$ cat config.mk
export PLATFORM = sky130hd
export DESIGN_NAME = f1_light_seq
export DESIGN_NICKNAME = d
export VERILOG_FILES = /design/src/rtl/f1_pkg.sv /design/src/rtl/f1_light_seq_lfsr.sv /design/src/rtl/f1_light_seq.sv
export SDC_FILE = /design/constraint.sdc
export NUM_CORES = 1
export LEC_CHECK = 0
export ABC_AREA = 1
export CAP_MARGIN = 20
export CORE_AREA = 2 2 59 50
export DETAILED_ROUTE_END_ITERATION = 10
export DIE_AREA = 0 0 61 52
export PLACE_DENSITY = 0.82
export SYNTH_ARGS = -nofsm -noshare
export SYNTH_HDL_FRONTEND = slang
export SYNTH_SLANG_ARGS = --single-unit
$ cat constraint.sdc
create_clock -name clk -period 3.29 [get_ports clk]
set_clock_uncertainty 0.15 [all_clocks]
set_input_delay 0.4935 -clock clk [delete_from_list [all_inputs] [get_ports clk]]
set_output_delay 0.4935 -clock clk [all_outputs]
set_load 0.02 [all_outputs]
$ cat src/rtl/f1_pkg.sv
// Shared types and constants for the F1 start-light sequencer.
// The state encoding and the default LFSR feedback mask live here.
package f1_pkg;

  typedef enum logic [1:0] {
    IDLE,
    FILL,
    HOLD
  } f1_state_t;

  // Galois mask for x^7 + x^6 + 1, maximal length at width 7
  localparam logic [6:0] F1_LFSR_TAPS_7 = 7'h60;

endpackage

$ cat src/rtl/f1_light_seq_lfsr.sv
// Free-running right-shift Galois LFSR used as the random hold-length source.
// It never reaches zero from a nonzero seed.
module lfsr_galois #(
  parameter int               WIDTH = 7,
  parameter logic [WIDTH-1:0] TAPS  = WIDTH'(7'h60),
  parameter logic [WIDTH-1:0] SEED  = WIDTH'(1)
) (
  input  logic             clk,
  input  logic             rst,
  output logic [WIDTH-1:0] q
);

  always_ff @(posedge clk or posedge rst) begin
    if (rst) begin
      q <= SEED;
    end else if (q[0]) begin
      q <= (q >> 1) ^ TAPS;
    end else begin
      q <= q >> 1;
    end
  end

endmodule

$ cat src/rtl/f1_light_seq.sv
// Start-light sequencer: fills the lamps one per tick, holds them for a fixed
// or LFSR-derived number of ticks, then blanks them and pulses go.
module f1_light_seq
  import f1_pkg::*;
#(
  parameter int                 N_LIGHTS  = 8,
  parameter int                 DELAY_W   = 7,
  parameter logic [DELAY_W-1:0] LFSR_TAPS = DELAY_W'(F1_LFSR_TAPS_7),
  parameter logic [DELAY_W-1:0] SEED      = DELAY_W'(1)
) (
  input  logic                clk,
  input  logic                rst,
  input  logic                trigger,
  input  logic                tick,
  input  logic                abort,
  input  logic                mode_fixed,
  input  logic [DELAY_W-1:0]  hold_fixed,
  output logic [N_LIGHTS-1:0] lights,
  output logic                busy,
  output logic                go
);

  f1_state_t           state_q, state_d;
  logic [N_LIGHTS-1:0] lights_q, lights_d;
  logic [DELAY_W-1:0]  count_q, count_d;
  logic                go_q, go_d;
  logic [DELAY_W-1:0]  lfsr_q;
  logic [DELAY_W-1:0]  hold_len;
  logic [DELAY_W-1:0]  hold_load;

  lfsr_galois #(
    .WIDTH (DELAY_W),
    .TAPS  (LFSR_TAPS),
    .SEED  (SEED)
  ) u_lfsr (
    .clk (clk),
    .rst (rst),
    .q   (lfsr_q)
  );

  // A zero length would never expire, so it is promoted to a single tick.
  always_comb begin
    hold_len  = mode_fixed ? hold_fixed : lfsr_q;
    hold_load = (hold_len == '0) ? DELAY_W'(1) : hold_len;
  end

  always_ff @(posedge clk or posedge rst) begin
    if (rst) begin
      state_q  <= IDLE;
      lights_q <= '0;
      count_q  <= '0;
      go_q     <= 1'b0;
    end else begin
      state_q  <= state_d;
      lights_q <= lights_d;
      count_q  <= count_d;
      go_q     <= go_d;
    end
  end

  // The lamp pattern is always contiguous ones from bit 0, so bit N-2 being
  // set means this tick completes the fill.
  always_comb begin
    state_d  = state_q;
    lights_d = lights_q;
    count_d  = count_q;
    go_d     = 1'b0;

    if (abort) begin
      state_d  = IDLE;
      lights_d = '0;
      count_d  = '0;
    end else begin
      case (state_q)
        IDLE: begin
          lights_d = '0;
          if (trigger) begin
            state_d = FILL;
          end
        end
        FILL: begin
          if (tick) begin
            lights_d = {lights_q[N_LIGHTS-2:0], 1'b1};
            if (lights_q[N_LIGHTS-2]) begin
              state_d = HOLD;
              count_d = hold_load;
            end
          end
        end
        HOLD: begin
          if (tick) begin
            if (count_q <= DELAY_W'(1)) begin
              state_d  = IDLE;
              lights_d = '0;
              count_d  = '0;
              go_d     = 1'b1;
            end else begin
              count_d = count_q - DELAY_W'(1);
            end
          end
        end
        default: begin
          state_d  = IDLE;
          lights_d = '0;
          count_d  = '0;
        end
      endcase
    end
  end

  assign lights = lights_q;
  assign go     = go_q;
  assign busy   = (state_q != IDLE);

endmodule

==> reports/metrics.yaml, run 1 <==
hp-start: "u_lfsr.q[4]$_DFF_PP0_"
rsz0062_at_grt: "false"
r2r_setup_slack_ns: 1.35
num_rows: 17
cpPeakStageDelay_ns: 0.60
postCtsSetupBuffers: 0
worstMarginPinSlew_ns: 0.918
worstSetupPathType: "reg -> out"
globalplace.congestion: 0.940
holdCritPathClass: "reg -> reg"
min_period_ns: 2.29
dp_hpwl_um: 2290
cts.clk_slew.worst_paths_ns: 0.13
die_y_um: 52
antenna_left: 0
ctsResizeCount: 0
placed_cells: 231
fin_nets: 217
crit_required_ns: 2.65
r2r_start: "state_q[1]$_DFFE_PP0P_"
syn_area_per_cell_um2: 7.93
drc_errors: 0
syn_area_um2: 1370
cpMostUsedCell: "inv_1"
cts_tree: "built"
cp_max_fo: 3
drive_above_1_share_pct: 8.12
syn_inst: 173
viasPerCell: 4.96
finalSetupViolCount: 0
area_delta_synth_final_pct: 20.8
cts_max_level: 1
maxCapViolations: 0
grt_max_degree: 26
dr.pass1.iters: 4
max_freq_mhz: 437
hold_viol: 0
clockRootBuffer: "clkbuf_4"
slew-limit-headroom_pct: 38.7
io_pins: 23
slowest_stage: "clkdlybuf4s50_1"
synth-seq-cells: 25
track_usage_pct: 20.8
port_buffers: 22
clock_path_buffers: 2
antenna_found_initial: 0
path_cells: "inv_1, ha_1, inv_1, clkdlybuf4s50_1"
initial_core_util_pct: 52.4
cts_hold_repair.buffers: 0
crit_path_end_kind: "primary output"
reg2reg_depth: 9
arrival_ns: 1.64
timing.rr.end: "count_q[6]$_DFFE_PP0P_"
fin_crit_sh_pct: 69.5
die_w_um: 61
cts_buffers: 3
clock_latency_ns: 0.31
die-area_um2: 3170
syn_nets: 192
antenna_cells: 0
final-instance-count-excl-fill: 235
clock-sinks: 25
start_kind: "flip-flop"
core_area_um2: 2620
routed_wl_um: 2870
setup_tns_ns: 0
grt_pass1_vias: 1177
synth_seq_area_share_pct: 45.7
wl_per_cell_um: 12.2
peakVddDrop_v: 0.000330
grt_pass1_wl_um: 4910
p_per_area_nw_per_um2: 513
drtIter0Drc: 33
overflow: 0
yosys.cell_types.count: 23
synth_warnings: 0
hold_path_depth: 0
routed-via-count: 1165
p_total_mw: 0.850
hold_end: "u_lfsr.q[3]$_DFF_PP0_"
power_leakage_nw: 0.891
drv_slew: 0
outcome: "completed"
-- flip-flops by register name, summed over array words and instances (netlist names) --
| name | cells |
|---|---|
| u_lfsr.q | 7 |
| state_q | 2 |
| count_q | 7 |
| go | 1 |
| lights | 8 |
-- cell usage after synthesis --
cell type  count  share of area, %
a21boi_4       1               1.4
buf_2          2              0.73
clkinv_1       1              0.27
dfrtp_1       24                44
dfstp_2        1               1.9
ha_1           6               5.5
inv_1         13               3.6
inv_2          2              0.55
mux2i_1        1              0.73
nand2_1       78                21
nand2_2        2              0.91
nand3_1        9               3.3
nand3_4        1               1.3
nand3b_1       1              0.55
nand4_1        1              0.46
nor2_1        11               3.0
nor2_2         2              0.91
nor2_4         1              0.82
nor3b_4        1               1.4
o21ai_0        9               3.3
o21ai_4        1               1.2
xnor2_1        1              0.64
xor2_1         4               2.6
-- per-layer routing --
metal | vias to the layer above | share of wire (%) | GRT usage [%]
li1 | 586 | - | -
met1 | 546 | 42 | 26.3
met2 | 27 | 52 | 35.5
met3 | 6 | 3.7 | 3.73
met4 | 0 | 1.8 | 7.61
met5 | - | 0 | 0
-- stage by stage --
| step | area, um^2 | util [%] | hold slack (ns) | worst slack (ns) |
|---|---|---|---|---|
| after CTS | 1660 | 63.3 | 0.258 | 0.990 |
| after global routing | 1660 | 63.3 | 0.280 | 0.923 |
| after detailed placement | 1630 | 62.3 | 0.230 | 1.01 |
| after floorplan | 1370 | - | 0.204 | 1.62 |
| after global placement | 1630 | 62.3 | 0.207 | 1.10 |
| final | 1660 | 63.3 | 0.258 | 1.00 |
-- layout make-up --
class / instances / area [um^2]
clock inverter: 1 / 5.00
fill: 229 / 960
timing repair buffer: 22 / 220
multi-input combinational: 130 / 674
clock buffer: 3 / 22.5
inverter: 16 / 60.1
sequential: 25 / 627
tap: 38 / 47.5
-- power breakdown --
| part | leakage (nW) | total, mW | switching, mW | internal [mW] |
|---|---|---|---|---|
| Clock | 0.0177 | 0.132 | 0.0866 | 0.0453 |
| Sequential | 0.343 | 0.350 | 0.0198 | 0.331 |
| Combinational | 0.530 | 0.368 | 0.229 | 0.139 |
-- critical path, delay by kind of cell (launching register included) --
kind | cells | cell delay (ns)
adders and majority gates | 1 | 0.19
buffers and inverters | 3 | 0.74
DFF | 1 | 0.40
-- cell usage in the layout (no fill, tap or decap), types with 2 or more instances in the layout --
master           count
nand2_1             78
dfrtp_1             24
clkdlybuf4s50_1     22
inv_1               13
nor2_1              11
nand3_1              9
o21ai_0              9
ha_1                 6
xor2_1               4
clkbuf_4             3
inv_2                2
nor2_2               2
nand2_2              2
-- cells by family after synthesis --
| group | after synthesis | share of synthesized area (%) |
|---|---|---|
| adder cells (fa/ha/maj) | 6 | 5.47 |
| AO/OA/AOI/OAI | 11 | 5.84 |
| AND/OR/NAND/NOR | 107 | 33.9 |
| XOR/XNOR | 5 | 3.19 |
| multiplexers | 1 | 0.730 |
| flip-flops | 25 | 45.7 |
| buffers and inverters | 18 | 5.11 |
-- worst max path at each step --
stage,depth (start not counted),endpoint,startpoint
3_5_place_dp,7,count_q[6]$_DFFE_PP0P_,abort
6_report,4,busy,state_q[0]$_DFFE_PP0P_
2_1_floorplan,7,count_q[0]$_DFFE_PP0P_,state_q[0]$_DFFE_PP0P_
3_3_place_gp,7,count_q[6]$_DFFE_PP0P_,abort
5_1_grt,4,busy,state_q[0]$_DFFE_PP0P_
4_1_cts,4,busy,state_q[0]$_DFFE_PP0P_
Power figures use the tool's default switching activity.
==> inputs of run 2 (changes only) <==
--- a/config.mk
+++ b/config.mk
@@ -7,10 +7,10 @@
 export LEC_CHECK = 0
 export ABC_AREA = 1
 export CAP_MARGIN = 20
-export CORE_AREA = 2 2 59 50
+export CORE_AREA = 2 2 64 54
 export DETAILED_ROUTE_END_ITERATION = 10
-export DIE_AREA = 0 0 61 52
-export PLACE_DENSITY = 0.82
+export DIE_AREA = 0 0 66 56
+export PLACE_DENSITY = 0.74
 export SYNTH_ARGS = -nofsm -noshare
 export SYNTH_HDL_FRONTEND = slang
 export SYNTH_SLANG_ARGS = --single-unit
==> constraint.sdc (replaced) <==
create_clock -name clk -period 1.9 [get_ports clk]
set_clock_uncertainty 0.15 [all_clocks]
set_input_delay 0.285 -clock clk [delete_from_list [all_inputs] [get_ports clk]]
set_output_delay 0.285 -clock clk [all_outputs]
set_load 0.02 [all_outputs]
==> run 2 against run 1 <==
  * Clock power increased by 150%
  * Worst hold slack got worse by 0.17 ns
  * Critical path type unchanged
  * Combinational power increased by 110%
  * Design area increased by 9.0%
  * Final cell count increased by 6.4%
  * Sequential cell count unchanged
  * Register-to-register slack got worse by 1.3 ns
  * Sequential share of layout area decreased by 3.1 points
  * Total power increased by 100%
  * Critical endpoint unchanged
  * Critical path depth unchanged
  * Sequential power increased by 73%
==> reports/metrics.yaml, run 2 (same netlist as run 1, synthesis figures left out) <==
routed_wl_um: 2980  # was 2870 um
drv_slew: 0  # unchanged
clock-sinks: 25  # unchanged
dp_slack_ns: -0.0400  # was 1.01 ns
antenna_left: 0  # unchanged
maxCapViolations: 0  # unchanged
cts_tree: "built"  # unchanged
dr.pass1.iters: 4  # unchanged
crit_path_end_kind: "primary output"  # unchanged
grt_pass1_wl_um: 4960  # was 4910 um
cts.clk_slew.worst_paths_ns: 0.10  # was 0.13 ns
io_pins: 23  # unchanged
drc_errors: 0  # unchanged
min_period_ns: 1.81
grt_max_degree: 16  # was 26
initial_core_util_pct: 45.4  # was 52.4%
antenna_found_initial: 0  # unchanged
fin_nets: 230  # was 217
arrival_ns: 1.37  # was 1.64 ns
cpPeakStageDelay_ns: 0.39  # was 0.60 ns
p_clk_share_pct: 19.3  # was 15.5%
crit_required_ns: 1.46  # was 2.65 ns
layout_commonest_cell: "nand2_1"  # unchanged
grt-busiest-layer: "met2"  # unchanged
cts_hold_repair.buffers: 0  # unchanged
p_per_area_nw_per_um2: 941  # was 513 nW/um^2
cp_max_fo: 3  # unchanged
post-route-worst-setup-slack_ns: 0.0936  # was 1.00 ns
max_freq_mhz: 554
drive_above_1_share_pct: 16.2  # was 8.12%
grt_pass1_vias: 1183  # was 1177
path_cells: "inv_1, ha_1, inv_2, dlygate4sd2_1"  # was inv_1, ha_1, inv_1, clkdlybuf4s50_1
use_met1_pct: 22.3  # was 26.3%
viasPerCell: 4.80  # was 4.96
clock_path_buffers: 2  # unchanged
holdCritPathClass: "in -> async"  # was reg -> reg
cts_buffers: 3  # unchanged
area_delta_synth_final_pct: 31.7  # was 20.8%
num-fill-cells: 270  # was 229
comb_power_share_pct: 45.1  # was 43.2%
grt_use_met2_pct: 28.3  # was 35.5%
hold_viol: 0  # unchanged
stdcell_area_um2: 1810  # was 1660 um^2
final_core_util_pct: 59.8  # was 63.3%
largest_reg_flops: 8  # unchanged
clockRootBuffer: "clkbuf_8"  # was clkbuf_4
power_leakage_nw: 0.962  # was 0.891 nW
worstSetupPathType: "reg -> out"  # unchanged
port_buffers: 22  # unchanged
wl_per_cell_um: 11.9  # was 12.2 um
globalplace.congestion: 0.882  # was 0.940
seqCellArea_um2: 627  # unchanged
p_sw_mw: 0.658  # was 0.335 mW
mostFrequentLayoutCells: "nand2_1 (77), dfrtp_1 (24), clkdlybuf4s50_1 (21)"  # was nand2_1 (78), dfrtp_1 (24), clkdlybuf4s50_1 (22)
die_w_um: 66  # was 61 um
dp_hpwl_um: 2230  # was 2290 um
core_area_um2: 3020  # was 2620 um^2
peakVddDrop_v: 0.000684  # was 0.000330 V
outcome: "completed"  # unchanged
fin_crit_sh_pct: 95.1
use_met3_pct: 2.83  # was 3.73%
clock_latency_ns: 0.27  # was 0.31 ns
multiInputGateArea_um2: 698  # was 674 um^2
r2r_setup_slack_ns: 0.10  # was 1.35 ns
overflow: 0  # unchanged
drtIter0Drc: 56  # was 33
place_area_um2: 1710  # was 1630 um^2
p_seq_share_pct: 35.6  # was 41.2%
slowest_stage: "dfrtp_1"  # was clkdlybuf4s50_1
p_total_mw: 1.70  # was 0.850 mW
cts_max_level: 1  # unchanged
routed-via-count: 1200  # was 1165
slew-limit-headroom_pct: 76.1  # was 38.7%
die-area_um2: 3700  # was 3170 um^2
finalSetupViolCount: 0  # unchanged
p_int_mw: 1.04  # was 0.515 mW
reg2reg_depth: 7  # was 9
start_kind: "flip-flop"  # unchanged
num_rows: 18  # was 17
switching_share_pct: 38.7  # was 39.4%
antenna_cells: 0  # unchanged
die_y_um: 56  # was 52 um
worstMarginPinSlew_ns: 0.357  # was 0.918 ns
track_usage_pct: 17.1  # was 20.8%
[run 2: changes by cell type in the layout (fill, tap and decap cells not counted), sizes merged]
| cell | previous run | this run |
|---|---|---|
| buf | 0 | 12 |
| clkinvlp | 0 | 1 |
| clkinv | 2 | 0 |
| clkdlybuf4s50 | 22 | 21 |
| dlygate4sd2 | 0 | 1 |
| a21boi | 1 | 2 |
| inv | 15 | 16 |
[run 2: timing repair]
item,CTS,global route
buffers inserted,0,3
pin swaps,0,4
setup endpoints to repair,1,9
cloned,0,1
resized for setup,1,7
[run 2: per-layer routing]
layer,up-vias,part of all wire (%)
met5,-,0
met4,0,1.1
met3,4,5.9
met2,37,47
met1,550,46
li1,609,-
[run 2: final timing paths]
| check | startpoint | end |
|---|---|---|
| setup reg to reg | state_q[1]$_DFFE_PP0P_ | count_q[5]$_DFFE_PP0P_ |
| min in group clk | u_lfsr.q[2]$_DFF_PP0_ | u_lfsr.q[1]$_DFF_PP0_ |
| hold / removal | rst | u_lfsr.q[1]$_DFF_PP0_ |
| setup / recovery | state_q[0]$_DFFE_PP0P_ | busy |
| max in group asynchronous | rst | count_q[2]$_DFFE_PP0P_ |
| hold reg to reg | u_lfsr.q[2]$_DFF_PP0_ | u_lfsr.q[1]$_DFF_PP0_ |
[run 2: through the flow]
stage	hold slack (ns)	cells	setup TNS, ns
detailed placement	0.216	242	-0.118
floorplan	0.162	173	0
global placement	0.216	242	0
finish	0.0885	250	0
global route	0.113	250	-0.0227
CTS	0.0941	246	0
[run 2: power by group through the flow]
stage                     sequential (mW)  clock [mW]  combinational, mW
after floorplan                     0.622           0              0.452
after global placement              0.614           0              0.694
after detailed placement            0.616           0              0.696
after CTS                           0.605       0.336              0.697
after global routing                0.612       0.361              0.851
final                               0.606       0.328              0.766
[run 2: final cells by class]
| class | count | area share (%) |
|---|---|---|
| Clock buffer | 3 | 2.29 |
| Sequential cell | 25 | 34.7 |
| Timing Repair Buffer | 34 | 17.8 |
| Inverter | 16 | 3.33 |
| Clock inverter | 1 | 0.416 |
| Tap cell | 40 | 2.77 |
| Multi-Input combinational cell | 131 | 38.7 |
[run 2: worst max-delay path: cells and delay by family, from the launching register on]
kind,cells,cell delay [ns]
buffers and inverters,3,0.49
DFF,1,0.39
adders and majority gates,1,0.22
==> inputs of run 3 (changes only) <==
--- a/config.mk
+++ b/config.mk
@@ -8,9 +8,11 @@
 export ABC_AREA = 1
 export CAP_MARGIN = 20
 export CORE_AREA = 2 2 64 54
+export CTS_CLUSTER_DIAMETER = 120
 export DETAILED_ROUTE_END_ITERATION = 10
 export DIE_AREA = 0 0 66 56
 export PLACE_DENSITY = 0.74
+export SKIP_CTS_REPAIR_TIMING = 1
 export SYNTH_ARGS = -nofsm -noshare
 export SYNTH_HDL_FRONTEND = slang
 export SYNTH_SLANG_ARGS = --single-unit
==> run 3 against run 2 <==
  * Clock power rose by 2%
  * Critical path type is now reg -> reg
  * Critical endpoint is now count_q[5]$_DFFE_PP0P_
  * Sequential power about the same
  * Worst setup slack improved by 0.044 ns
  * Utilization down 1.1 points
  * Design area down 1.8%
  * Largest power group unchanged
  * Global-route usage is the same
  * Sequential share of layout area rose by 0.64 points
  * Highest routed layer unchanged
==> reports/metrics.yaml, run 3 (same netlist as run 1, synthesis figures left out) <==
outcome: "completed"  # unchanged
clock-sinks: 25  # unchanged
clock_path_buffers: 2  # unchanged
crit_path_end_kind: "flip-flop"  # was primary output
cts_tree: "built"  # unchanged
max_freq_mhz: 567  # was 554 MHz
io_pins: 23  # unchanged
grt_pass1_wl_um: 4960  # unchanged
die-area_um2: 3700  # unchanged
wl_per_cell_um: 11.7  # was 11.9 um
globalplace.congestion: 0.882  # unchanged
cp_max_fo: 7  # was 3
antenna_left: 0  # unchanged
final_core_util_pct: 58.7  # was 59.8%
drv_slew: 0  # unchanged
fin_nets: 227  # was 230
drc_errors: 0  # unchanged
clockRootBuffer: "clkbuf_8"  # unchanged
antenna_cells: 0  # unchanged
track_usage_pct: 17.1  # unchanged
drtIter0Drc: 56  # unchanged
arrival_ns: 1.83  # was 1.37 ns
die_w_um: 66  # unchanged
p_per_area_nw_per_um2: 939  # was 941 nW/um^2
cts_buffers: 3  # unchanged
start_kind: "flip-flop"  # unchanged
initial_core_util_pct: 45.4  # unchanged
cts_max_level: 1  # unchanged
num_rows: 18  # unchanged
clock_latency_ns: 0.28  # was 0.27 ns
min_period_ns: 1.76  # was 1.81 ns
cts.clk_slew.worst_paths_ns: 0.09  # was 0.10 ns
grt_pass1_vias: 1183  # unchanged
hold_viol: 0  # unchanged
worstSetupPathType: "reg -> reg"  # was reg -> out
mostFrequentLayoutCells: "nand2_1 (78), dfrtp_1 (24), clkdlybuf4s50_1 (21)"  # was nand2_1 (77), dfrtp_1 (24), clkdlybuf4s50_1 (21)
overflow: 0  # unchanged
finalSetupViolCount: 0  # unchanged
routed-via-count: 1189  # was 1200
fin_crit_sh_pct: 92.8  # was 95.1%
dp_hpwl_um: 2230  # unchanged
area_delta_synth_final_pct: 29.3  # was 31.7%
p_total_mw: 1.67  # was 1.70 mW
routed_wl_um: 2890  # was 2980 um
maxCapViolations: 0  # unchanged
antenna_found_initial: 0  # unchanged
core_area_um2: 3020  # unchanged
largest_reg_flops: 8  # unchanged
grt_max_degree: 16  # unchanged
dr.pass1.iters: 4  # unchanged
holdCritPathClass: "in -> async"  # unchanged
drive_above_1_share_pct: 13.0  # was 16.2%
worstMarginPinSlew_ns: 0.317  # was 0.357 ns
port_buffers: 22  # unchanged
peakVddDrop_v: 0.000694  # was 0.000684 V
crit_required_ns: 1.97  # was 1.46 ns
power_leakage_nw: 0.959  # was 0.962 nW
die_y_um: 56  # unchanged
slew-limit-headroom_pct: 78.9  # was 76.1%
layout_commonest_cell: "nand2_1"  # unchanged
viasPerCell: 4.81  # was 4.80
[run 3: final cells by class]
class	instances	area, um^2
clock inverter	1	7.51
timing repair buffer	32	310
multi-input combinational	130	677
fill	276	1240
inverter	16	60.1
tap	40	50.0
sequential	25	627
clock buffer	3	41.3
[run 3: layer usage]
metal / part of all wire (%) / routed length [um] / GRT usage, %
met1: 46 / 1320 / 22.3
met4: 1.2 / 34 / 6.41
met3: 5.2 / 151 / 2.83
met2: 48 / 1380 / 28.3
met5: 0 / 0 / 0
[run 3: worst max-delay path: stages (launching register included)]
cell and delay (ns):
dfrtp_1 0.36, inv_1 0.08, ha_1 0.27, o21ai_4 0.23
nand3_4 0.10, nor3b_4 0.32, nand2_1 0.11, nand2_1 0.08
[run 3: worst paths after layout]
check | from | end | slack (ns) | cells after the start
max in group asynchronous | rst | count_q[2]$_DFFE_PP0P_ | 1.07 | 3
min in group clk | u_lfsr.q[4]$_DFF_PP0_ | u_lfsr.q[3]$_DFF_PP0_ | 0.24 | 0
worst max register to register | state_q[1]$_DFFE_PP0P_ | count_q[5]$_DFFE_PP0P_ | 0.14 | 7
worst min-delay path | rst | u_lfsr.q[1]$_DFF_PP0_ | 0.08 | 2
worst max-delay path | state_q[1]$_DFFE_PP0P_ | count_q[5]$_DFFE_PP0P_ | 0.14 | 7
worst min register to register | u_lfsr.q[4]$_DFF_PP0_ | u_lfsr.q[3]$_DFF_PP0_ | 0.24 | 0
[run 3: through the flow]
stage | cells | TNS, ns | hold WS [ns] | setup slack, ns | area [um^2]
6_report | 247 | 0 | 0.0848 | 0.137 | 1770
5_1_grt | 247 | -0.00718 | 0.113 | -0.00718 | 1770
4_1_cts | 246 | -0.213 | 0.0941 | -0.213 | 1760
3_5_place_dp | 242 | -0.118 | 0.216 | -0.0400 | 1710
3_3_place_gp | 242 | 0 | 0.216 | 0.0277 | 1710
2_1_floorplan | 173 | 0 | 0.162 | 0.226 | 1370
[run 3: where the power goes]
part           internal, mW  leakage (nW)  total (mW)  switching, mW
Combinational         0.308         0.594       0.727          0.420
Sequential            0.573         0.343       0.605         0.0322
Clock                 0.149        0.0217       0.333          0.184
Total                  1.03         0.959        1.67          0.636
